[src/rtl/antic_dlist_fetch.sv]
// antic_dlist_fetch: ANTIC display-list DMA fetcher with decoded-instruction FIFO (optional DLI via ANTIC_DLIST_DLI_EN)
// Ports: phi2/RST clock and sync reset; dma_en, vblank, dlist_load/dlist_base control the fetcher;
// DB/address/halt_L form the stolen-cycle memory read; instr_valid/instr_ready/instr_ir/instr_arg
// present the FIFO head; dlist_ptr and wait_vb expose fetcher state; dli_en/dli_req handle DLI.
module antic_dlist_fetch #(
  parameter int ADDR_W     = 16,
  parameter int DATA_W     = 8,
  parameter int PAGE_BITS  = 10,
  parameter int FIFO_DEPTH = 4
) (
  input  logic              phi2,
  input  logic              RST,
  input  logic              dma_en,
  input  logic              vblank,
  input  logic              dlist_load,
  input  logic [ADDR_W-1:0] dlist_base,
  input  logic [DATA_W-1:0] DB,
  output logic [ADDR_W-1:0] address,
  output logic              halt_L,
  output logic              instr_valid,
  input  logic              instr_ready,
  output logic [DATA_W-1:0] instr_ir,
  output logic [ADDR_W-1:0] instr_arg,
  output logic [ADDR_W-1:0] dlist_ptr,
  output logic              wait_vb,
  input  logic              dli_en,
  output logic              dli_req
);
  localparam int PW = $clog2(FIFO_DEPTH);
  localparam int CW = $clog2(FIFO_DEPTH + 1);
  localparam logic [PW-1:0] LAST = PW'(FIFO_DEPTH - 1);
  localparam logic [ADDR_W-1:0] PAGE_MASK = ADDR_W'((1 << PAGE_BITS) - 1);
  typedef enum logic [2:0] {S_IDLE, S_FETCH_IR, S_FETCH_LO, S_FETCH_HI, S_WAIT_VB} state_t;
  state_t              r_state;
  logic [ADDR_W-1:0]   r_ptr;
  logic [DATA_W-1:0]   r_ir;
  logic [DATA_W-1:0]   r_lo;
  logic [DATA_W-1:0]   r_q_ir  [FIFO_DEPTH];
  logic [ADDR_W-1:0]   r_q_arg [FIFO_DEPTH];
  logic [PW-1:0]       r_rd;
  logic [PW-1:0]       r_wr;
  logic [CW-1:0]       r_cnt;
  logic                w_room;
  logic                w_fetch;
  logic                w_ir_ops;
  logic                w_jump;
  logic                w_push;
  logic                w_pop;
  logic [ADDR_W-1:0]   w_ptr_inc;
  logic [2*DATA_W-1:0] w_cat;
  logic [ADDR_W-1:0]   w_arg;
  logic [DATA_W-1:0]   w_push_ir;
  logic [ADDR_W-1:0]   w_push_arg;
  assign w_room     = r_cnt < CW'(FIFO_DEPTH);
  // operand bytes bypass the room check: the slot was reserved when the IR was issued
  assign w_fetch    = dma_en && !dlist_load &&
                      ((r_state == S_FETCH_IR && w_room) || r_state == S_FETCH_LO || r_state == S_FETCH_HI);
  assign w_ir_ops   = DB[3:0] == 4'd1 || (DB[3:0] >= 4'd2 && DB[6]);
  assign w_jump     = r_ir[3:0] == 4'd1;
  // only the low PAGE_BITS count; the upper pointer bits stay fixed
  assign w_ptr_inc  = (r_ptr & ~PAGE_MASK) | ((r_ptr + 1'b1) & PAGE_MASK);
  assign w_cat      = {DB, r_lo};
  assign w_arg      = w_cat[ADDR_W-1:0];
  assign w_push     = w_fetch && ((r_state == S_FETCH_IR && !w_ir_ops) || r_state == S_FETCH_HI);
  assign w_push_ir  = r_state == S_FETCH_HI ? r_ir : DB;
  assign w_push_arg = r_state == S_FETCH_HI ? w_arg : '0;
  assign w_pop      = instr_ready && r_cnt != '0;
  always_ff @(posedge phi2) begin
    if (RST) begin
      r_state <= S_IDLE;
      r_ptr   <= '0;
      r_ir    <= '0;
      r_lo    <= '0;
    end else if (dlist_load) begin
      r_ptr   <= dlist_base;
      r_state <= (r_state == S_IDLE || r_state == S_WAIT_VB) ? S_IDLE : S_FETCH_IR;
    end else begin
      case (r_state)
        S_IDLE, S_WAIT_VB: if (vblank) r_state <= S_FETCH_IR;
        S_FETCH_IR: if (w_fetch) begin
          r_ir  <= DB;
          r_ptr <= w_ptr_inc;
          if (w_ir_ops) r_state <= S_FETCH_LO;
        end
        S_FETCH_LO: if (w_fetch) begin
          r_lo    <= DB;
          r_ptr   <= w_ptr_inc;
          r_state <= S_FETCH_HI;
        end
        S_FETCH_HI: if (w_fetch) begin
          r_ptr   <= w_jump ? w_arg : w_ptr_inc;
          r_state <= (w_jump && r_ir[6]) ? S_WAIT_VB : S_FETCH_IR;
        end
        default: r_state <= S_IDLE;
      endcase
    end
  end
  always_ff @(posedge phi2) begin
    if (RST) begin
      r_rd  <= '0;
      r_wr  <= '0;
      r_cnt <= '0;
    end else begin
      if (w_push) begin
        r_q_ir[r_wr]  <= w_push_ir;
        r_q_arg[r_wr] <= w_push_arg;
        r_wr          <= r_wr == LAST ? '0 : r_wr + 1'b1;
      end
      if (w_pop) r_rd <= r_rd == LAST ? '0 : r_rd + 1'b1;
      r_cnt <= r_cnt + CW'(w_push) - CW'(w_pop);
    end
  end
  assign address     = r_ptr;
  assign dlist_ptr   = r_ptr;
  assign halt_L      = !w_fetch;
  assign wait_vb     = r_state == S_WAIT_VB;
  assign instr_valid = r_cnt != '0;
  assign instr_ir    = instr_valid ? r_q_ir[r_rd] : '0;
  assign instr_arg   = instr_valid ? r_q_arg[r_rd] : '0;
`ifdef ANTIC_DLIST_DLI_EN
  logic r_dli;
  always_ff @(posedge phi2) r_dli <= RST ? 1'b0 : w_pop && dli_en && instr_ir[7];
  assign dli_req = r_dli;
`else
  logic w_unused_dli;
  assign w_unused_dli = dli_en;
  assign dli_req      = 1'b0;
`endif
endmodule

[config.mk]
export PLATFORM = sky130hd
export DESIGN_NAME = antic_dlist_fetch
export DESIGN_NICKNAME = d
export VERILOG_FILES = /design/src/rtl/antic_dlist_fetch.sv
export SDC_FILE = /design/constraint.sdc
export NUM_CORES = 1
export LEC_CHECK = 0
export CAP_MARGIN = 25
export CORE_MARGIN = 5
export CORE_UTILIZATION = 55
export DETAILED_ROUTE_END_ITERATION = 6
export GPL_TIMING_DRIVEN = 0
export HOLD_SLACK_MARGIN = 0.05
export PLACE_DENSITY_LB_ADDON = 0.12
export SLEW_MARGIN = 40
export SYNTH_ARGS = -nofsm -noshare
export SYNTH_HDL_FRONTEND = slang
export SYNTH_SLANG_ARGS = --single-unit
[constraint.sdc]
create_clock -name phi2 -period 3.6 [get_ports phi2]
set_clock_uncertainty 0.2 [all_clocks]
set_input_delay 0.54 -clock phi2 [delete_from_list [all_inputs] [get_ports phi2]]
set_output_delay 0.54 -clock phi2 [all_outputs]
set_load 0.02 [all_outputs]
After elaboration in Yosys (flattened, before gate mapping)
Memories as Yosys holds them, arrays and structs flattened. A register that Yosys moved wholly into a read port is not among the register bits. Cells that the tools add are included.

Bits in registers: 42. RAM bits: 96. Input port bits: 31. Output and inout port bits: 60. Logic and storage cells: 84. Memories kept: 2.

Memory list: r_q_arg (words 4, bits a word 16, read ports 1, clocked after memory_dff 1, wr ports 1, line 39) `logic [ADDR_W-1:0] r_q_arg [FIFO_DEPTH];`; r_q_ir (words 4, bits a word 8, read ports 1, clocked after memory_dff 1, wr ports 1, line 38) `logic [DATA_W-1:0] r_q_ir [FIFO_DEPTH];`.

Add/subtract/negate cells: 5. Magnitude comparators: 2. Equal/unequal tests: 14. Muxes and demuxes: 27. Bitwise operators: 2. Reductions and logical operators: 25.

Operators by type and width (count): 16-bit two-way mux (6); 16-bit case mux with 2 select lines (1); 3-bit two-way mux (7); 8-bit two-way mux (2); 16-bit by 10-bit OR with 16-bit output (1); 3-bit != test (second input constant) (5); 2-bit two-way mux (6); 3-bit case mux with 4 select lines (1); 10-bit by 1-bit adder with 10-bit output (second input constant) (1); 3-bit AND reduction (3); 4-bit by 1-bit == test with 1-bit output (second input constant) (2); 1-bit logical AND (8); 3-bit by 2-bit == test with 1-bit output (second input constant) (2); 3-bit nonzero test (2); 1-bit logical OR (5); 5-bit AND reduction (1); 2-bit by 1-bit adder with 2-bit output (second input constant) (2); 2-bit == test (second input constant) (2); 4-bit by 2-bit greater-or-equal comparator with 1-bit output (second input constant) (1); 1-bit two-way mux (4); 2-bit OR reduction (2); 3-bit by 1-bit adder with 3-bit output (1); 3-bit by 1-bit == test with 1-bit output (second input constant) (1); 3-bit == test (second input constant) (1); other kinds (6) (8).

Depth between registers and ports, before layout
Word-level depth: 10. Mapped depth: 12. Mapped depth without buffers: 11.

Worst setup path before layout
Ideal clock, no wire load.

Kind: input to register. Start point: input port DB[1]. End point: register r_cnt[2]. Arrival time: 2512 ps. Slack: 758 ps. Stages on the path: 11. Cells stage by stage: or4b_1 nand3_2 a21o_1 ha_1 inv_1 ha_1 inv_1 fa_1 xor2_1 xnor2_1 nor2_1.

Word-level cells in the longest chain between the ends: 9.

RTL lines: start: declaration (line 17) `input logic [DATA_W-1:0] DB,`; 4-bit by 2-bit greater-or-equal comparator with 1-bit output (line 58) `assign w_ir_ops = DB[3:0] == 4'd1 || (DB[3:0] >= 4'd2 && DB[6]);`; 1-bit logical AND (line 58); 1-bit logical OR * (line 58); 1-bit zero test * (line 64) `assign w_push = w_fetch && ((r_state == S_FETCH_IR && !w_ir_ops) || r_state == S_FETCH_HI);`; 1-bit logical AND * (line 64); 1-bit logical OR * (line 64); 1-bit logical AND * (line 64); 3-bit by 1-bit adder with 3-bit output * (line 110) `r_cnt <= r_cnt + CW'(w_push) - CW'(w_pop);`; 3-bit by 1-bit subtractor with 3-bit output * (line 110); end signal: assignment (line 110); end: declaration (line 42) `logic [CW-1:0] r_cnt;`.

Mark *: on every way between the ends. The rest lies on a longest branch, timed or not. A chain may end at the register's enable or synchronous reset.

==> results_dict.tcl <==
set metrics [dict create \
    dp_hpwl_mm 9.491 \
    yosysMostFrequentCell "edfxtp_1" \
    cts_buffers 17 \
    synth_area_leaders "edfxtp_1 45%, dfxtp_1 14%, mux4_2 8.5%" \
    syn_nets 512 \
    synth_edf_count 96 \
    ys.flop_type "edfxtp_1" \
    start_util_pct 55.93 \
    power.total_mw 5.216 \
    min_path_cells 2 \
    cts_tree "yes" \
    path_cells "buf_1, clkbuf_1, mux4_2, and2_1, clkdlybuf4s50_1" \
    cts-htree-levels 4 \
    ioPinCount 91 \
    first_global_vias 4275 \
    fin_tns_setup_ns 0 \
    worst-path-buf-inv 3 \
    cts_max_path_buffers 2 \
    rows 39 \
    path_clk_slew_ns 0.06 \
    post-route-period-util_pct 97.73 \
    met3_length_um 952 \
    synth_commonest_cells "96 x edfxtp_1, 44 x and2_1, 44 x dfxtp_1" \
    r2r_cells 12 \
    vias 4107 \
    endpoint_kind "output port" \
    power.leakage_nw 2.887 \
    synthCells 472 \
    p_int_mw 3.779 \
    wl_per_cell_um 19.24 \
    grt_pass1_wl_mm 22.96 \
    fmax_mhz 284.2 \
    p_per_area_nw_per_um2 645.7 \
    die_x_um 117.5 \
    async_flop_share_pct 0 \
    hold_path_startpoint "r_ir[5]" \
    reg2reg_slack_ns 0.78 \
    setup_violations 0 \
    core_area_um2 11370 \
    drtIter0Drc 232 \
    postCtsHoldBufs 0 \
    synth_cell_types 66 \
    drive_above_1_share_pct 17.91 \
    hold_end "r_ir[5]" \
    drt_first_pass_iters 4 \
    outcome "completed" \
    overflow 0 \
    min_period_ns 3.518 \
    r2r_start "r_state[0]" \
    grt.total_usage_pct 21.16 \
    area_growth_syn_to_layout_pct 27.06 \
    ir_worst_vdd_mv 0.5109 \
    crit_family "buffers and inverters" \
    wl_mm 14.14 \
    syn-cell-area_um2 6359 \
    yosysTopAreaCell "edfxtp_1" \
    crit_cells 5 \
    synth_top_cell_area_share_pct 45.34 \
    crit_required_ns 2.86 \
    pwr-share-comb_pct 28.3 \
    worst_pin_slew_ns 0.6916 \
    drc 0 \
    avgSynthCellArea_um2 13.47 \
    viasPerCell 5.588 \
    r2r_end "r_cnt[2]" \
    max_cap_viol_count 0 \
    rsz0062_at_grt "yes" \
    cp-start-kind "register" \
    final_hold_viol_count 0 \
    routabilityCongestion 0.8717 \
    drtAntennaViolNets 0 \
    cts_num_sinks 140 \
    seqPwrFrac_pct 34.5 \
    dr_wl_met2_mm 6.781 \
    die_h_um 117.5 \
    antenna_found_initial 0 \
    finalNetCount 619 \
    ys_warn_count 0 \
    yosysSeqAreaShare_pct 59.19 \
    crit_path_max_fanout 10 \
    worst_skew_pair.late_latency_ns 0.42 \
    hold_slack_ns 0.3037 \
    ys_ff_latch 140 \
    worstSetupPathType "register to output port" \
    slew_viol_final 0 \
    num_antenna_cells 0 \
    crit_arrival_ns 2.78 \
    p_clk_share_pct 37.2 \
    swShare_pct 27.54 \
    slew_headroom_pct 53.89 \
    grt_max_degree 25 \
    numPortBuffers 88 \
    worst_hold_path_type "register to register" \
    cts_root_buf "clkbuf_16" \
    cpPeakStageDelay_ns 0.57 \
    slowest_stage "clkbuf_1" \
    power_switching_mw 1.437 \
    die-area_um2 13810 \
    drt-met1-wl_mm 6.119 \
    highest_layer "met4" \
]
[routing by layer]
layer	vias to the layer above	GRT usage, %
met4	0	7.097
met3	25	7.064
met5	-	0
met2	153	32.53
li1	1941	-
met1	1988	28.48
[how the worst max path moves through the flow]
stage | from | endpoint | slack (ns)
after floorplan | DB[1] | r_cnt[2] | 0.76
after global placement | DB[2] | r_q_arg[1][12] | -0.15
after detailed placement | DB[2] | r_cnt[2] | -0.08
after CTS | register | instr_arg[14] | 0.03
after global routing | register | instr_arg[2] | -0.05
final | register | instr_arg[14] | 0.08
[state kept, by name, indices dropped and copies added (netlist names), named ones only]
register and count:
address 16, r_lo 8, r_q_arg 64, r_wr 2, r_rd 2, r_state 3
r_ir 8, r_cnt 3, r_q_ir 32
[cells in the final DEF (no fill, tap or decap), types with 17 or more instances in the layout]
cell type	netlist	routed
clkdlybuf4s50_1	0	88
and2_1	44	40
clkbuf_16	0	17
nand2_1	35	35
mux4_2	24	24
buf_4	19	19
nor2_1	42	42
edfxtp_1	96	96
dfxtp_1	44	44
mux2i_1	20	20
[worst register-to-register path, stage by stage, from the launching register on]
cell and delay (ns):
dfxtp_1 0.32, clkbuf_4 0.20, and2b_1 0.22, o21ai_2 0.32, a21o_1 0.22, ha_1 0.25, inv_1 0.05, ha_1 0.13
inv_1 0.04, fa_1 0.36, xor2_1 0.17, xnor2_1 0.13, nor2_1 0.05
[per-stage QoR]
step / utilization (%) / cell area, um^2 / worst slack [ns] / std cells
6_report: 71.06 / 8079 / 0.08165 / 735
3_3_place_gp: 65.25 / 7418 / -0.1550 / 703
4_1_cts: 71.06 / 8079 / 0.03255 / 735
3_5_place_dp: 65.29 / 7423 / -0.07645 / 703
5_1_grt: 71.06 / 8079 / -0.05485 / 735
2_1_floorplan: - / 6359 / 0.7575 / 472
[final cells by class]
type | instances | area [um^2]
Sequential cell | 140 | 3764
Fill cell | 813 | 3291
Multi-Input combinational cell | 277 | 2308
Timing Repair Buffer | 88 | 880.8
Clock buffer | 20 | 436.7
Buffer | 42 | 242.7
Clock inverter | 12 | 219.0
Tap cell | 143 | 178.9
Inverter | 13 | 48.80
[power groups by stage]
stage / clock network, mW / logic (mW) / registers [mW]
4_1_cts: 1.96 / 1.51 / 1.80
3_3_place_gp: 0 / 1.47 / 1.83
6_report: 1.94 / 1.47 / 1.80
3_5_place_dp: 0 / 1.50 / 1.83
5_1_grt: 2.03 / 1.59 / 1.81
2_1_floorplan: 0 / 0.847 / 1.84
[what timing repair did]
action / in CTS / in global routing
hold endpoints to repair: 0 / 0
endpoints found under the setup margin: 0 / 20
resized for setup: 0 / 1
buffers inserted: 0 / 0
[logic make-up (layout without fill, tap and decap cells)]
family	after synthesis	count (layout)	synth area share [%]
simple gates	161	161	13.85
fa+ha+maj	9	9	1.889
xor+xnor	10	10	1.377
other cells	1	1	0.05898
flops	140	140	59.19
buf+inv	55	175	4.585
compound gates	51	51	7.163
mux	45	45	11.89
Note: power is estimated with default switching activity, not from simulation.
